## config.mk

```make
export PLATFORM = sky130hd
export DESIGN_NAME = sd_forward_mc_flat
export DESIGN_NICKNAME = d
export VERILOG_FILES = /design/src/rtl/sd_forward_pkg.sv /design/src/rtl/sd_forward_mc_if.sv /design/src/rtl/sd_ring_mem.sv /design/src/rtl/sd_forward_mc.sv /design/src/flat_wrapper.sv
export SDC_FILE = /design/constraint.sdc
export NUM_CORES = 1
export LEC_CHECK = 0
export BUFFER_PORTS_ARGS = -buffer_cell sky130_fd_sc_hd__clkbuf_2
export CAP_MARGIN = 20
export CORE_UTILIZATION = 25
export CTS_BUF_LIST = sky130_fd_sc_hd__clkbuf_16
export DETAILED_ROUTE_END_ITERATION = 16
export PLACE_DENSITY_LB_ADDON = 0.25
export REMOVE_ABC_BUFFERS = 1
export SYNTH_ARGS = -nofsm -noshare
export SYNTH_HDL_FRONTEND = slang
export SYNTH_SLANG_ARGS = --single-unit
export TNS_END_PERCENT = 20
```

## constraint.sdc

```tcl
create_clock -name clk -period 6 [get_ports clk]
set_input_delay 0.6 -clock clk [delete_from_list [all_inputs] [get_ports clk]]
set_output_delay 0.6 -clock clk [all_outputs]
set_load 0.01 [all_outputs]
```

## src/rtl/sd_forward_pkg.sv

```systemverilog
// Shared types for the sideband store-and-forward block.
//   sd_field_t : default 30-bit sideband record layout
//   wr_state_e : write-side packet FSM states
//   CNT_WIDTH  : width of the overflow/underflow statistics counters
package sd_forward_pkg;

  localparam int CNT_WIDTH = 32;

  typedef struct packed {
    logic [1:0] ante;
    logic [5:0] exp;
    logic [3:0] symbol;
    logic [7:0] slot;
    logic [9:0] frame;
  } sd_field_t;

  typedef enum logic [1:0] {
    IDLE,
    ACCEPT,
    DISCARD
  } wr_state_e;

endpackage

```

## src/rtl/sd_forward_mc_if.sv

```systemverilog
// Packet-in / record-out bus of sd_forward_mc.
//   din_*  : packet beats from the upstream parser (restart, valid, sop, eop,
//            sideband record, channel tag) and the advisory din_ready back
//   dout_* : head/next records toward the framer plus ready/repeat/drop
// slave is the forwarding block, master is whoever drives packets and
// consumes records.
interface sd_forward_mc_if
  import sd_forward_pkg::*;
#(
  parameter int SD_WIDTH   = $bits(sd_field_t),
  parameter int CHAN_WIDTH = 2
);

  logic                  din_restart;
  logic                  din_valid;
  logic                  din_sop;
  logic                  din_eop;
  logic [SD_WIDTH-1:0]   din_sd;
  logic [CHAN_WIDTH-1:0] din_chan;
  logic                  din_ready;

  logic                  dout_ready;
  logic                  dout_repeat;
  logic                  dout_drop;
  logic                  dout_valid;
  logic [SD_WIDTH-1:0]   dout_sd;
  logic [CHAN_WIDTH-1:0] dout_chan;
  logic [SD_WIDTH-1:0]   dout_sd_pre;
  logic                  dout_pre_valid;

  modport slave (
    input  din_restart, din_valid, din_sop, din_eop, din_sd, din_chan,
    input  dout_ready, dout_repeat, dout_drop,
    output din_ready,
    output dout_valid, dout_sd, dout_chan, dout_sd_pre, dout_pre_valid
  );

  modport master (
    output din_restart, din_valid, din_sop, din_eop, din_sd, din_chan,
    output dout_ready, dout_repeat, dout_drop,
    input  din_ready,
    input  dout_valid, dout_sd, dout_chan, dout_sd_pre, dout_pre_valid
  );

endinterface

```

## src/rtl/sd_ring_mem.sv

```systemverilog
// DEPTH-entry register ring holding {record, channel} words.
//   clk, rst_n             : clock, async active-low reset (clears storage)
//   wr_en/wr_addr/wr_data  : single write port
//   rd_addr                : head slot; head_data and next_data are the
//                            combinational reads at rd_addr and rd_addr+1
//   wr_addr_inc/rd_addr_inc: wrapped successors of the two pointers, so the
//                            owner never has to know the wrap rule
module sd_ring_mem #(
  parameter int DEPTH      = 5,
  parameter int ADDR_WIDTH = 3,
  parameter int WIDTH      = 32
) (
  input  logic                  clk,
  input  logic                  rst_n,
  input  logic                  wr_en,
  input  logic [ADDR_WIDTH-1:0] wr_addr,
  input  logic [WIDTH-1:0]      wr_data,
  input  logic [ADDR_WIDTH-1:0] rd_addr,
  output logic [WIDTH-1:0]      head_data,
  output logic [WIDTH-1:0]      next_data,
  output logic [ADDR_WIDTH-1:0] wr_addr_inc,
  output logic [ADDR_WIDTH-1:0] rd_addr_inc
);

  localparam logic [ADDR_WIDTH-1:0] LAST = ADDR_WIDTH'(DEPTH - 1);

  logic [WIDTH-1:0] mem [DEPTH];

  // DEPTH need not be a power of two, so wrap explicitly at the last slot.
  function automatic logic [ADDR_WIDTH-1:0] wrap_inc(input logic [ADDR_WIDTH-1:0] p);
    if (p == LAST) return '0;
    return p + 1'b1;
  endfunction

  assign wr_addr_inc = wrap_inc(wr_addr);
  assign rd_addr_inc = wrap_inc(rd_addr);

  // Storage with a single write port.
  always_ff @(posedge clk or negedge rst_n) begin
    if (!rst_n) begin
      for (int i = 0; i < DEPTH; i++) mem[i] <= '0;
    end else if (wr_en) begin
      mem[wr_addr] <= wr_data;
    end
  end

  assign head_data = mem[rd_addr];
  assign next_data = mem[rd_addr_inc];

endmodule

```

## src/rtl/sd_forward_mc.sv

```systemverilog
// Sideband store-and-forward: captures one record per packet (on its sop
// beat), commits it into a DEPTH-entry ring at eop, and presents head and
// next records to the framer.
//   clk, rst_n     : clock, async active-low reset
//   bus (slave)    : packet input, record output, ready/repeat/drop controls
//   bloc_used      : committed entries, 0..DEPTH
//   bloc_full/empty: threshold flags
//   overflow_cnt   : packets discarded because the ring was full at sop
//   underflow_cnt  : pops/drops requested while empty
module sd_forward_mc
  import sd_forward_pkg::*;
#(
  parameter int DEPTH       = 5,
  parameter int ADDR_WIDTH  = 3,
  parameter int SD_WIDTH    = $bits(sd_field_t),
  parameter int CHAN_WIDTH  = 2,
  parameter int FULL_THRES  = 0,
  parameter int EMPTY_THRES = 0
) (
  input  logic                  clk,
  input  logic                  rst_n,
  sd_forward_mc_if.slave        bus,
  output logic [ADDR_WIDTH:0]   bloc_used,
  output logic                  bloc_full,
  output logic                  bloc_empty,
  output logic [CNT_WIDTH-1:0]  overflow_cnt,
  output logic [CNT_WIDTH-1:0]  underflow_cnt
);

  localparam int UW      = ADDR_WIDTH + 1;
  localparam int ENTRY_W = SD_WIDTH + CHAN_WIDTH;
  localparam logic [UW-1:0] DEPTH_U   = UW'(DEPTH);
  localparam logic [UW-1:0] FULL_LVL  = UW'(DEPTH - FULL_THRES);
  localparam logic [UW-1:0] EMPTY_LVL = UW'(EMPTY_THRES);

  wr_state_e             state, state_nxt;
  logic [ENTRY_W-1:0]    stage_q;
  logic [ADDR_WIDTH-1:0] wr_ptr, rd_ptr, wr_ptr_inc, rd_ptr_inc;
  logic [UW-1:0]         used_q;
  logic [ENTRY_W-1:0]    wr_data, head_entry, next_entry;

  logic has_space, head_valid, pre_valid;
  logic commit, commit_direct, stage_load, overflow_hit;
  logic pop, underflow_hit;

  assign has_space  = used_q < DEPTH_U;
  assign head_valid = used_q != '0;
  assign pre_valid  = used_q > UW'(1);

  // Write-side packet FSM. A sop beat is judged as if in IDLE whatever the
  // current state, which silently abandons a truncated packet. Admission
  // uses the registered count, so a same-cycle pop never makes room.
  always_comb begin
    state_nxt     = state;
    commit        = 1'b0;
    commit_direct = 1'b0;
    stage_load    = 1'b0;
    overflow_hit  = 1'b0;
    if (bus.din_valid && bus.din_sop) begin
      if (has_space) begin
        if (bus.din_eop) begin
          commit        = 1'b1;
          commit_direct = 1'b1;
          state_nxt     = IDLE;
        end else begin
          stage_load = 1'b1;
          state_nxt  = ACCEPT;
        end
      end else if (bus.din_eop) begin
        overflow_hit = 1'b1;
        state_nxt    = IDLE;
      end else begin
        state_nxt = DISCARD;
      end
    end else if (bus.din_valid && bus.din_eop) begin
      case (state)
        ACCEPT: begin
          commit    = 1'b1;
          state_nxt = IDLE;
        end
        DISCARD: begin
          overflow_hit = 1'b1;
          state_nxt    = IDLE;
        end
        default: state_nxt = IDLE;
      endcase
    end
  end

  // Drop wins over ready; ready with repeat holds the head in place.
  assign pop = head_valid &&
               (bus.dout_drop || (bus.dout_ready && !bus.dout_repeat));
  assign underflow_hit = !head_valid && (bus.dout_ready || bus.dout_drop);

  // Single-beat packets bypass the staging register.
  assign wr_data = commit_direct ? {bus.din_sd, bus.din_chan} : stage_q;

  // FSM state register; restart forces IDLE.
  always_ff @(posedge clk or negedge rst_n) begin
    if (!rst_n)               state <= IDLE;
    else if (bus.din_restart) state <= IDLE;
    else                      state <= state_nxt;
  end

  // Staging register for the record captured on the sop beat.
  always_ff @(posedge clk or negedge rst_n) begin
    if (!rst_n)          stage_q <= '0;
    else if (stage_load) stage_q <= {bus.din_sd, bus.din_chan};
  end

  // Pointers and occupancy; restart empties the ring and overrides any
  // commit or pop in the same cycle.
  always_ff @(posedge clk or negedge rst_n) begin
    if (!rst_n) begin
      wr_ptr <= '0;
      rd_ptr <= '0;
      used_q <= '0;
    end else if (bus.din_restart) begin
      wr_ptr <= '0;
      rd_ptr <= '0;
      used_q <= '0;
    end else begin
      if (commit) wr_ptr <= wr_ptr_inc;
      if (pop)    rd_ptr <= rd_ptr_inc;
      case ({commit, pop})
        2'b10:   used_q <= used_q + 1'b1;
        2'b01:   used_q <= used_q - 1'b1;
        default: used_q <= used_q;
      endcase
    end
  end

  // Statistics; they survive a restart, and nothing is counted in the
  // restart cycle itself.
  always_ff @(posedge clk or negedge rst_n) begin
    if (!rst_n) begin
      overflow_cnt  <= '0;
      underflow_cnt <= '0;
    end else if (!bus.din_restart) begin
      if (overflow_hit)  overflow_cnt  <= overflow_cnt + 1'b1;
      if (underflow_hit) underflow_cnt <= underflow_cnt + 1'b1;
    end
  end

  sd_ring_mem #(
    .DEPTH     (DEPTH),
    .ADDR_WIDTH(ADDR_WIDTH),
    .WIDTH     (ENTRY_W)
  ) u_ring (
    .clk        (clk),
    .rst_n      (rst_n),
    .wr_en      (commit && !bus.din_restart),
    .wr_addr    (wr_ptr),
    .wr_data    (wr_data),
    .rd_addr    (rd_ptr),
    .head_data  (head_entry),
    .next_data  (next_entry),
    .wr_addr_inc(wr_ptr_inc),
    .rd_addr_inc(rd_ptr_inc)
  );

  assign bus.dout_valid     = head_valid;
  assign bus.dout_pre_valid = pre_valid;
  assign bus.dout_sd        = head_valid ? head_entry[ENTRY_W-1:CHAN_WIDTH] : '0;
  assign bus.dout_chan      = head_valid ? head_entry[CHAN_WIDTH-1:0] : '0;
  assign bus.dout_sd_pre    = pre_valid ? next_entry[ENTRY_W-1:CHAN_WIDTH] : '0;
  assign bus.din_ready      = has_space;

  assign bloc_used  = used_q;
  assign bloc_full  = used_q >= FULL_LVL;
  assign bloc_empty = used_q <= EMPTY_LVL;

endmodule

```

## src/flat_wrapper.sv

```systemverilog
// flat-port wrapper written by rule: the top's interface ports become plain ports
module sd_forward_mc_flat import sd_forward_pkg::*;
#(
  parameter int DEPTH       = 5,
  parameter int ADDR_WIDTH  = 3,
  parameter int SD_WIDTH    = $bits(sd_field_t),
  parameter int CHAN_WIDTH  = 2,
  parameter int FULL_THRES  = 0,
  parameter int EMPTY_THRES = 0
)
  (clk, rst_n, bloc_used, bloc_full, bloc_empty, overflow_cnt, underflow_cnt, bus_din_restart, bus_din_valid, bus_din_sop, bus_din_eop, bus_din_sd, bus_din_chan, bus_dout_ready, bus_dout_repeat, bus_dout_drop, bus_din_ready, bus_dout_valid, bus_dout_sd, bus_dout_chan, bus_dout_sd_pre, bus_dout_pre_valid);
  sd_forward_mc_if #(.SD_WIDTH(SD_WIDTH), .CHAN_WIDTH(CHAN_WIDTH)) bus_i ();
  input  logic clk;
  input  logic rst_n;
  output logic [ADDR_WIDTH:0] bloc_used;
  output logic bloc_full;
  output logic bloc_empty;
  output logic [CNT_WIDTH-1:0] overflow_cnt;
  output logic [CNT_WIDTH-1:0] underflow_cnt;
  input wire logic [$bits(bus_i.din_restart)-1:0] bus_din_restart;
  input wire logic [$bits(bus_i.din_valid)-1:0] bus_din_valid;
  input wire logic [$bits(bus_i.din_sop)-1:0] bus_din_sop;
  input wire logic [$bits(bus_i.din_eop)-1:0] bus_din_eop;
  input wire logic [$bits(bus_i.din_sd)-1:0] bus_din_sd;
  input wire logic [$bits(bus_i.din_chan)-1:0] bus_din_chan;
  input wire logic [$bits(bus_i.dout_ready)-1:0] bus_dout_ready;
  input wire logic [$bits(bus_i.dout_repeat)-1:0] bus_dout_repeat;
  input wire logic [$bits(bus_i.dout_drop)-1:0] bus_dout_drop;
  output wire logic [$bits(bus_i.din_ready)-1:0] bus_din_ready;
  output wire logic [$bits(bus_i.dout_valid)-1:0] bus_dout_valid;
  output wire logic [$bits(bus_i.dout_sd)-1:0] bus_dout_sd;
  output wire logic [$bits(bus_i.dout_chan)-1:0] bus_dout_chan;
  output wire logic [$bits(bus_i.dout_sd_pre)-1:0] bus_dout_sd_pre;
  output wire logic [$bits(bus_i.dout_pre_valid)-1:0] bus_dout_pre_valid;
  assign bus_i.din_restart = bus_din_restart;
  assign bus_i.din_valid = bus_din_valid;
  assign bus_i.din_sop = bus_din_sop;
  assign bus_i.din_eop = bus_din_eop;
  assign bus_i.din_sd = bus_din_sd;
  assign bus_i.din_chan = bus_din_chan;
  assign bus_i.dout_ready = bus_dout_ready;
  assign bus_i.dout_repeat = bus_dout_repeat;
  assign bus_i.dout_drop = bus_dout_drop;
  assign bus_din_ready = bus_i.din_ready;
  assign bus_dout_valid = bus_i.dout_valid;
  assign bus_dout_sd = bus_i.dout_sd;
  assign bus_dout_chan = bus_i.dout_chan;
  assign bus_dout_sd_pre = bus_i.dout_sd_pre;
  assign bus_dout_pre_valid = bus_i.dout_pre_valid;
  sd_forward_mc #(.DEPTH(DEPTH), .ADDR_WIDTH(ADDR_WIDTH), .SD_WIDTH(SD_WIDTH), .CHAN_WIDTH(CHAN_WIDTH), .FULL_THRES(FULL_THRES), .EMPTY_THRES(EMPTY_THRES)) u_core (.clk(clk), .rst_n(rst_n), .bus(bus_i), .bloc_used(bloc_used), .bloc_full(bloc_full), .bloc_empty(bloc_empty), .overflow_cnt(overflow_cnt), .underflow_cnt(underflow_cnt));
endmodule
```

==> results of run 1 <==
power by group through the flow:
stage	clock, mW	sequential (mW)	combinational, mW
after detailed placement	0	2.44	3.30
after CTS	1.95	2.41	3.30
final	1.88	2.42	3.26
after global placement	0	2.43	3.27
after floorplan	0	2.45	1.91
after global routing	2.02	2.47	3.59
flip-flops by register name, summed over array words and instances (netlist names):
register,count
u_core.state,2
u_core.rd_ptr,3
u_core.u_ring.mem,160
u_core.overflow_cnt,32
u_core.underflow_cnt,32
u_core.bloc_used,4
u_core.wr_ptr,3
u_core.stage_q,32
logic make-up (layout without fill, tap and decap cells):
kind of cell    count (synthesis)  in the layout  synth area share (%)
mux                           101            101                  11.1
buf+inv                       110            274                  3.28
simple gates                  428            428                  14.0
compound gates                323            323                  15.5
fa+ha+maj                       9              9                 0.856
flops                         268            268                  51.0
xor+xnor                       64             64                  4.26
stage by stage:
step | setup WS (ns) | hold slack, ns | utilization [%] | area, sq um
finish | 1.80 | 0.0548 | 30.6 | 15800
global route | 1.51 | 0.0903 | 30.6 | 15800
CTS | 1.75 | 0.0780 | 30.6 | 15800
detailed placement | 2.33 | 0.466 | 28.7 | 14800
global placement | 2.37 | 0.460 | 28.7 | 14800
floorplan | -4.30 | 0.304 | - | 12800
how the worst min path moves through the flow:
stage	startpoint	slack (ns)	cells after the start	to
after floorplan	rst_n	0.30	0	u_core.bloc_used[0]
after global placement	u_core.u_ring.mem[129]	0.46	2	u_core.u_ring.mem[129]
after detailed placement	u_core.overflow_cnt[31]	0.47	1	u_core.overflow_cnt[31]
after CTS	rst_n	0.08	1	u_core.underflow_cnt[25]
after global routing	rst_n	0.09	1	u_core.u_ring.mem[7]
final	rst_n	0.05	1	u_core.u_ring.mem[7]
metal layers:
metal / global-route usage [%] / wire length [um]
met5: 0 / 41
met1: 19.6 / 17600
met3: 3.80 / 2440
met4: 4.86 / 1070
met2: 23.8 / 18400
worst max-delay path: cells and delay by family (launching register included):
family | cells | cell delay (ns)
compound gates | 4 | 1.66
buf+inv | 2 | 0.87
flops | 1 | 0.40
simple gates | 1 | 0.12
synthesized netlist by cell type (2+ instances only):
library cell	instances
mux2_2	36
nand2_1	252
o2111ai_1	3
o21ai_1	2
nor4_1	8
nor2_1	86
nand3_1	21
nor3b_1	2
nor3_1	6
mux2i_1	33
ha_1	9
clkinv_1	3
a211oi_1	2
and4_1	4
nor2b_1	4
o211ai_1	4
and3_1	7
clkbuf_1	77
buf_1	9
xnor2_1	50
dfrtp_1	268
a2111oi_0	2
nand2b_1	2
xor2_1	14
a22oi_1	32
a311oi_1	30
and2_1	3
a21o_1	3
nand4_1	26
a21oi_1	40
o21bai_1	2
nor3_4	2
mux4_2	32
a2111oi_4	2
o21ai_0	165
inv_1	16
buf_2	3
buf_6	2
a221oi_1	29
final cells by class:
class / count / area, sq um / area share (%)
Clock buffer: 34 / 851 / 5.38
Clock inverter: 25 / 153 / 0.966
Inverter: 19 / 71.3 / 0.451
Multi-Input combinational cell: 925 / 6110 / 38.7
Sequential cell: 268 / 6710 / 42.5
Tap cell: 680 / 851 / 5.38
Timing Repair Buffer: 196 / 1060 / 6.68
==> summary.md, run 1 <==
| Metric | Value |
|---|---|
| Synth top area share | `51.0%` |
| Endpoint of the worst register-to-register path | `u_core.u_ring.mem[96]` |
| Non-filler instance count after layout | `2147` |
| Core Area | `51600 sq um` |
| Cts bufs inserted | `34` |
| Worst slew margin | `29.2%` |
| Most common cell after layout, fill and taps aside | `dfrtp_1` |
| Synth Instances | `1303` |
| Setup bufs post-CTS | `0` |
| Worst setup path startpoint | `u_core.rd_ptr[0]` |
| Synthesized area | `13200 sq um` |
| Worst reg2reg setup slack | `2.99 ns` |
| Crit path DAT | `3.60 ns` |
| Reg power frac | `32.0%` |
| Critical Path End | `bus_dout_sd_pre[16]` |
| Final period utilization | `70.0%` |
| Critical path's slowest cell | `a21o_2` |
| Hold Violations, Final | `0` |
| Period minus WS final | `4.20 ns` |
| Net Sw Frac | `41.6%` |
| Clock Latency Late Sink | `0.55 ns` |
| Cell Int Power | `4.41 mW` |
| Drt pass-1 iters | `5` |
| Routed WL | `39.5 mm` |
| Htree depth | `2` |
| Share of cells above drive strength 1 | `22.2%` |
| Leakage | `6.89 nW` |
| Largest net degree at the start of global routing | `134` |
| Count of state elements after synthesis | `268` |
| Cell variety after synth | `51` |
| Initial Util | `25.5%` |
| Comb power frac | `43.2%` |
| Total Power | `7.56 mW` |
| Commonest cells after routing, fill and taps aside | `dfrtp_1 (266), nand2_1 (252), clkbuf_2 (174), o21ai_0 (165), nor2_1 (86)` |
| Clock Skews | `0.0167 ns` |
| Status | `completed` |
| Buffers on Ports | `175` |
| Initial antenna violation count | `3` |
| RSZ-0062 raised after global routing | `no` |
| Clock power share | `24.9%` |
| Total track usage | `14.9%` |
| Final setup fails | `0` |
| Launch point of the worst reg-to-reg path | `u_core.bloc_used[0]` |
| FF-to-FF path depth | `8` |
| CP peak stage delay | `0.90 ns` |
| Slew Limit Fails | `0` |
| GP Congestion | `0.759` |
| Syn_area_per_cell | `10.1 sq um` |
| Power per Cell Area | `478 nW/um^2` |
| Max frequency | `0.238 GHz` |
| Worst Setup Start Kind | `flop` |
| Die width | `231 um` |
| P_sw | `3.15 mW` |
| I/O Pins | `176` |
| CTS Sinks | `268` |
| Worst-path cell chain | `buf_4, a21o_2, a221oi_1, a311oi_1, a21oi_1, nor2_1, clkbuf_2` |
| Yosys top cell by area | `dfrtp_1` |
| Req. time, crit path | `5.40 ns` |
| Top post-synthesis cells by area | `dfrtp_1 (51%), nand2_1 (7.2%), o21ai_0 (6.3%), mux4_2 (5.5%), xnor2_1 (3.3%)` |
| Cts repair resizes | `0` |
| Vias | `10.5k` |
| Layout area overhead | `20.2%` |
| Worst Path Max Fanout | `52` |
| DR vias/cell | `4.88` |
| Worst Setup End Kind | `output pin` |
| First-pass GRT wire length | `62.3 mm` |
| Final nets | `1494` |
| Maxcap violations | `0` |
| Setup_tns | `0 ns` |
| GRT overflow | `0` |
| Iteration-0 DRC Markers | `701` |
| Vias in the first global route | `10.7k` |
| Antenna cells | `0` |
| Peak supply drop | `0.213 mV` |
| Reg clk slew, reported paths | `0.06 ns` |
| Kind of critical path | `reg -> out` |
| CTS Root Cell | `clkbuf_16` |
| Synth async-reset ratio | `100%` |
| Warnings, synthesis | `0` |
| Slew @ Worst Pin | `1.06 ns` |
| Max clock buf depth | `3` |
| Number of synthesized flops with an enable pin | `0` |
| Min-Delay Path Class | `in -> async` |
| Register area share after synthesis | `51.0%` |
| Drc violations | `0` |
| Inst Count DP | `2088` |
| CTS tree | `yes` |
| WL/cell | `18.4 um` |
| Num rows | `83` |
| ANT nets after route | `0` |
| # fillers | `5391` |
| Chip height | `231 um` |
| Post-CTS Hold Buffers | `0` |
| DIE AREA | `53500 sq um` |
| Ys flop type | `dfrtp_1` |
| HPWL after DPL | `24.1 mm` |
Power figures use the tool's default switching activity.
==> run 2: changes to the inputs <==
- ABC_AREA: not set -> 1
- clock period: 6 -> 3.95 ns (I/O delays scaled with it)
==> summary.md, run 2 <==
| Metric | Value |
|---|---|
| Worst Path Max Fanout | `29 (-44%)` |
| Count of state elements after synthesis | `268 (unchanged)` |
| Register area share after synthesis | `44.2% (-6.8 points)` |
| DIE AREA | `61700 sq um (+15%)` |
| Largest net degree at the start of global routing | `104 (-22%)` |
| Final period utilization | `92.3%` |
| Min-Delay Path Class | `in -> reg` |
| Setup_tns | `0 ns (unchanged)` |
| Drt pass-1 iters | `5 (unchanged)` |
| Maxcap violations | `0 (unchanged)` |
| Total track usage | `16.9% (+2.0 points)` |
| Synthesized area | `15200 sq um (+15%)` |
| Hold Violations, Final | `0 (unchanged)` |
| Cts bufs inserted | `36 (+5.9%)` |
| Yosys top cell by area | `dfrtp_1` |
| Sequential cell area | `6710 sq um (about the same)` |
| Worst Setup End Kind | `output pin` |
| Req. time, crit path | `3.56 ns (-1.84 ns)` |
| GRT overflow | `0 (unchanged)` |
| Max reg flops | `160 (unchanged)` |
| Drc violations | `0 (unchanged)` |
| Initial Util | `25.5% (+0.038 points)` |
| Worst hold path stage count | `3` |
| Most frequent cell after synthesis | `nand2_1` |
| Buffers on Ports | `175 (unchanged)` |
| Crit path DAT | `3.25 ns (-0.35 ns)` |
| Share of cells above drive strength 1 | `12.3% (-9.9 points)` |
| DR vias/cell | `4.76 (-2.5%)` |
| Status | `completed` |
| Initial antenna violation count | `7 (+4)` |
| Reg clk slew, reported paths | `0.06 ns (about the same)` |
| Largest Register | `u_core.u_ring.mem` |
| Number of synthesized flops with an enable pin | `0 (unchanged)` |
| RSZ-0062 raised after global routing | `no` |
| Warnings, synthesis | `0 (unchanged)` |
| Synth Instances | `2159 (+66%)` |
| Synth async-reset ratio | `100% (unchanged)` |
| Final nets | `2336 (+56%)` |
| Chip height | `248 um (+7.4%)` |
| I/O Pins | `176 (unchanged)` |
| GP Congestion | `0.843 (+11%)` |
| Multi-input logic area | `7100 sq um (+16%)` |
| Worst-path cell chain | `buf_4, clkinv_1, ha_1, nand2_2, buf_12, a21oi_1, o21ai_0, nand3_1, a21oi_1, clkbuf_2` |
| Slew @ Worst Pin | `1.00 ns (-0.0586 ns)` |
| Clock Latency Late Sink | `0.55 ns (about the same)` |
| Critical path's slowest cell | `nand2_2` |
| Most frequent CP cell | `a21oi_1` |
| Die width | `248 um (+7.4%)` |
| CTS tree | `yes` |
| Syn_area_per_cell | `7.03 sq um (-30%)` |
| Total Power | `13.0 mW (+72%)` |
| Leakage | `9.07 nW (+32%)` |
| Clock Skews | `0.0270 ns (+0.0103 ns)` |
| ANT nets after route | `0 (unchanged)` |
| Max clock buf depth | `3 (unchanged)` |
| Worst slew margin | `32.9% (+3.7 points)` |
| Inst Count DP | `3020 (+45%)` |
| Iteration-0 DRC Markers | `1016 (+45%)` |
| Synth top area share | `44.2% (-6.8 points)` |
| Num rows | `89 (+7.2%)` |
| Worst Setup Slack, final | `0.304 ns (-1.50 ns)` |
| CTS Sinks | `268 (unchanged)` |
| Worst reg2reg setup slack | `0.88 ns (-2.11 ns)` |
| Non-filler instance count after layout | `3089 (+44%)` |
| Max frequency | `0.274 GHz` |
| Vias in the first global route | `14.3k (+33%)` |
| Dpl ws | `0.790 ns (-1.54 ns)` |
| Top post-synthesis cells by area | `dfrtp_1 (44%), nand2_1 (16%), a21oi_1 (6.3%), inv_1 (5.7%), o21ai_0 (5.6%)` |
| Vias | `14.7k (+40%)` |
| Power per Cell Area | `722 nW/um^2 (+51%)` |
| Post-synth top cells | `nand2_1 (664), dfrtp_1 (268), inv_1 (232), a21oi_1 (191), o21ai_0 (170)` |
| Setup bufs post-CTS | `0 (unchanged)` |
| Slew Limit Fails | `0 (unchanged)` |
| Layout area overhead | `18.4%` |
| Core Area | `59500 sq um (+15%)` |
| Kind of critical path | `reg -> out` |
| Commonest cells after routing, fill and taps aside | `nand2_1 (662), dfrtp_1 (267), inv_1 (242), a21oi_1 (191), clkbuf_2 (174)` |
| FF-to-FF path depth | `12 (+4)` |
| First-pass GRT wire length | `81.1 mm (+30%)` |
| Cell variety after synth | `36 (-29%)` |
| CTS Root Cell | `clkbuf_16` |
| Routed WL | `52.0 mm (+32%)` |
| CP peak stage delay | `0.46 ns (-0.44 ns)` |
| Htree depth | `2 (unchanged)` |
| Most common cell after layout, fill and taps aside | `nand2_1` |
| Worst Setup Start Kind | `flop` |
| HPWL after DPL | `34.1 mm (+41%)` |
| WL/cell | `16.8 um (-8.5%)` |
| Period minus WS final | `3.65 ns` |
| Peak supply drop | `0.358 mV (+68%)` |
| # fillers | `6467 (+20%)` |
| Final Util | `30.2% (-0.42 points)` |
| Ys flop type | `dfrtp_1` |
| Final setup fails | `0 (unchanged)` |
## run 2: logic make-up after synthesis
family	Yosys count	synth area share, %
flip-flops	268	44.2
AND/OR/NAND/NOR	1016	27.5
adder cells (fa/ha/maj)	9	0.742
XOR/XNOR	36	2.08
AO/OA/AOI/OAI	469	16.1
buffers and inverters	361	9.42
## run 2: cell type report
type | instances | share of cell area (%)
multi-input combinational | 1530 | 39.5
sequential | 268 | 37.3
timing repair buffer | 208 | 6.53
tap | 773 | 5.38
clock buffer | 37 | 5.15
inverter | 242 | 5.06
clock inverter | 28 | 0.982
antenna | 3 | 0.0418
## run 2: timing repair
| action | CTS | global route |
|---|---|---|
| resized for setup | 0 | 1 |
| setup endpoints to repair | 0 | 1 |
| hold buffers | 1 | 0 |
| hold endpoints to repair | 98 | 0 |
## run 2: path summary, 6_finish.rpt
check                                    endpoint                   start
setup / recovery              bus_dout_sd_pre[25]        u_core.rd_ptr[1]
hold / removal                 u_core.stage_q[18]          bus_din_sd[16]
setup reg to reg            u_core.u_ring.mem[26]     u_core.bloc_used[0]
hold reg to reg            u_core.u_ring.mem[128]  u_core.u_ring.mem[128]
max in group asynchronous   u_core.u_ring.mem[68]                   rst_n
min in group asynchronous      u_core.stage_q[18]                   rst_n
## run 2: routing by layer
| layer | wire, um | global-route usage (%) | vias up |
|---|---|---|---|
| met5 | 56 | 0 | - |
| met4 | 1270 | 5.45 | 8 |
| met3 | 3740 | 3.85 | 92 |
| met2 | 24100 | 27.5 | 494 |
| met1 | 22900 | 22.0 | 6943 |
| li1 | - | - | 7169 |
## run 2: critical path, delay by kind of cell, from the launching register on
| kind | cells | cell delay, ns |
|---|---|---|
| buf+inv | 4 | 0.91 |
| simple gates | 2 | 0.55 |
| compound gates | 3 | 0.51 |
| flops | 1 | 0.36 |
| fa+ha+maj | 1 | 0.35 |
## run 2: metrics by stage
step / hold WS [ns] / instance area, sq um
floorplan: 0.0994 / 14700
global placement: 0.452 / 16800
global route: 0.102 / 18000
finish: 0.102 / 18000
detailed placement: 0.454 / 16800
CTS: 0.0749 / 17900
## run 2: power by group
group	internal [mW]	switching [mW]
logic	1.94	4.20
registers	3.33	0.401
clock network	1.82	1.29
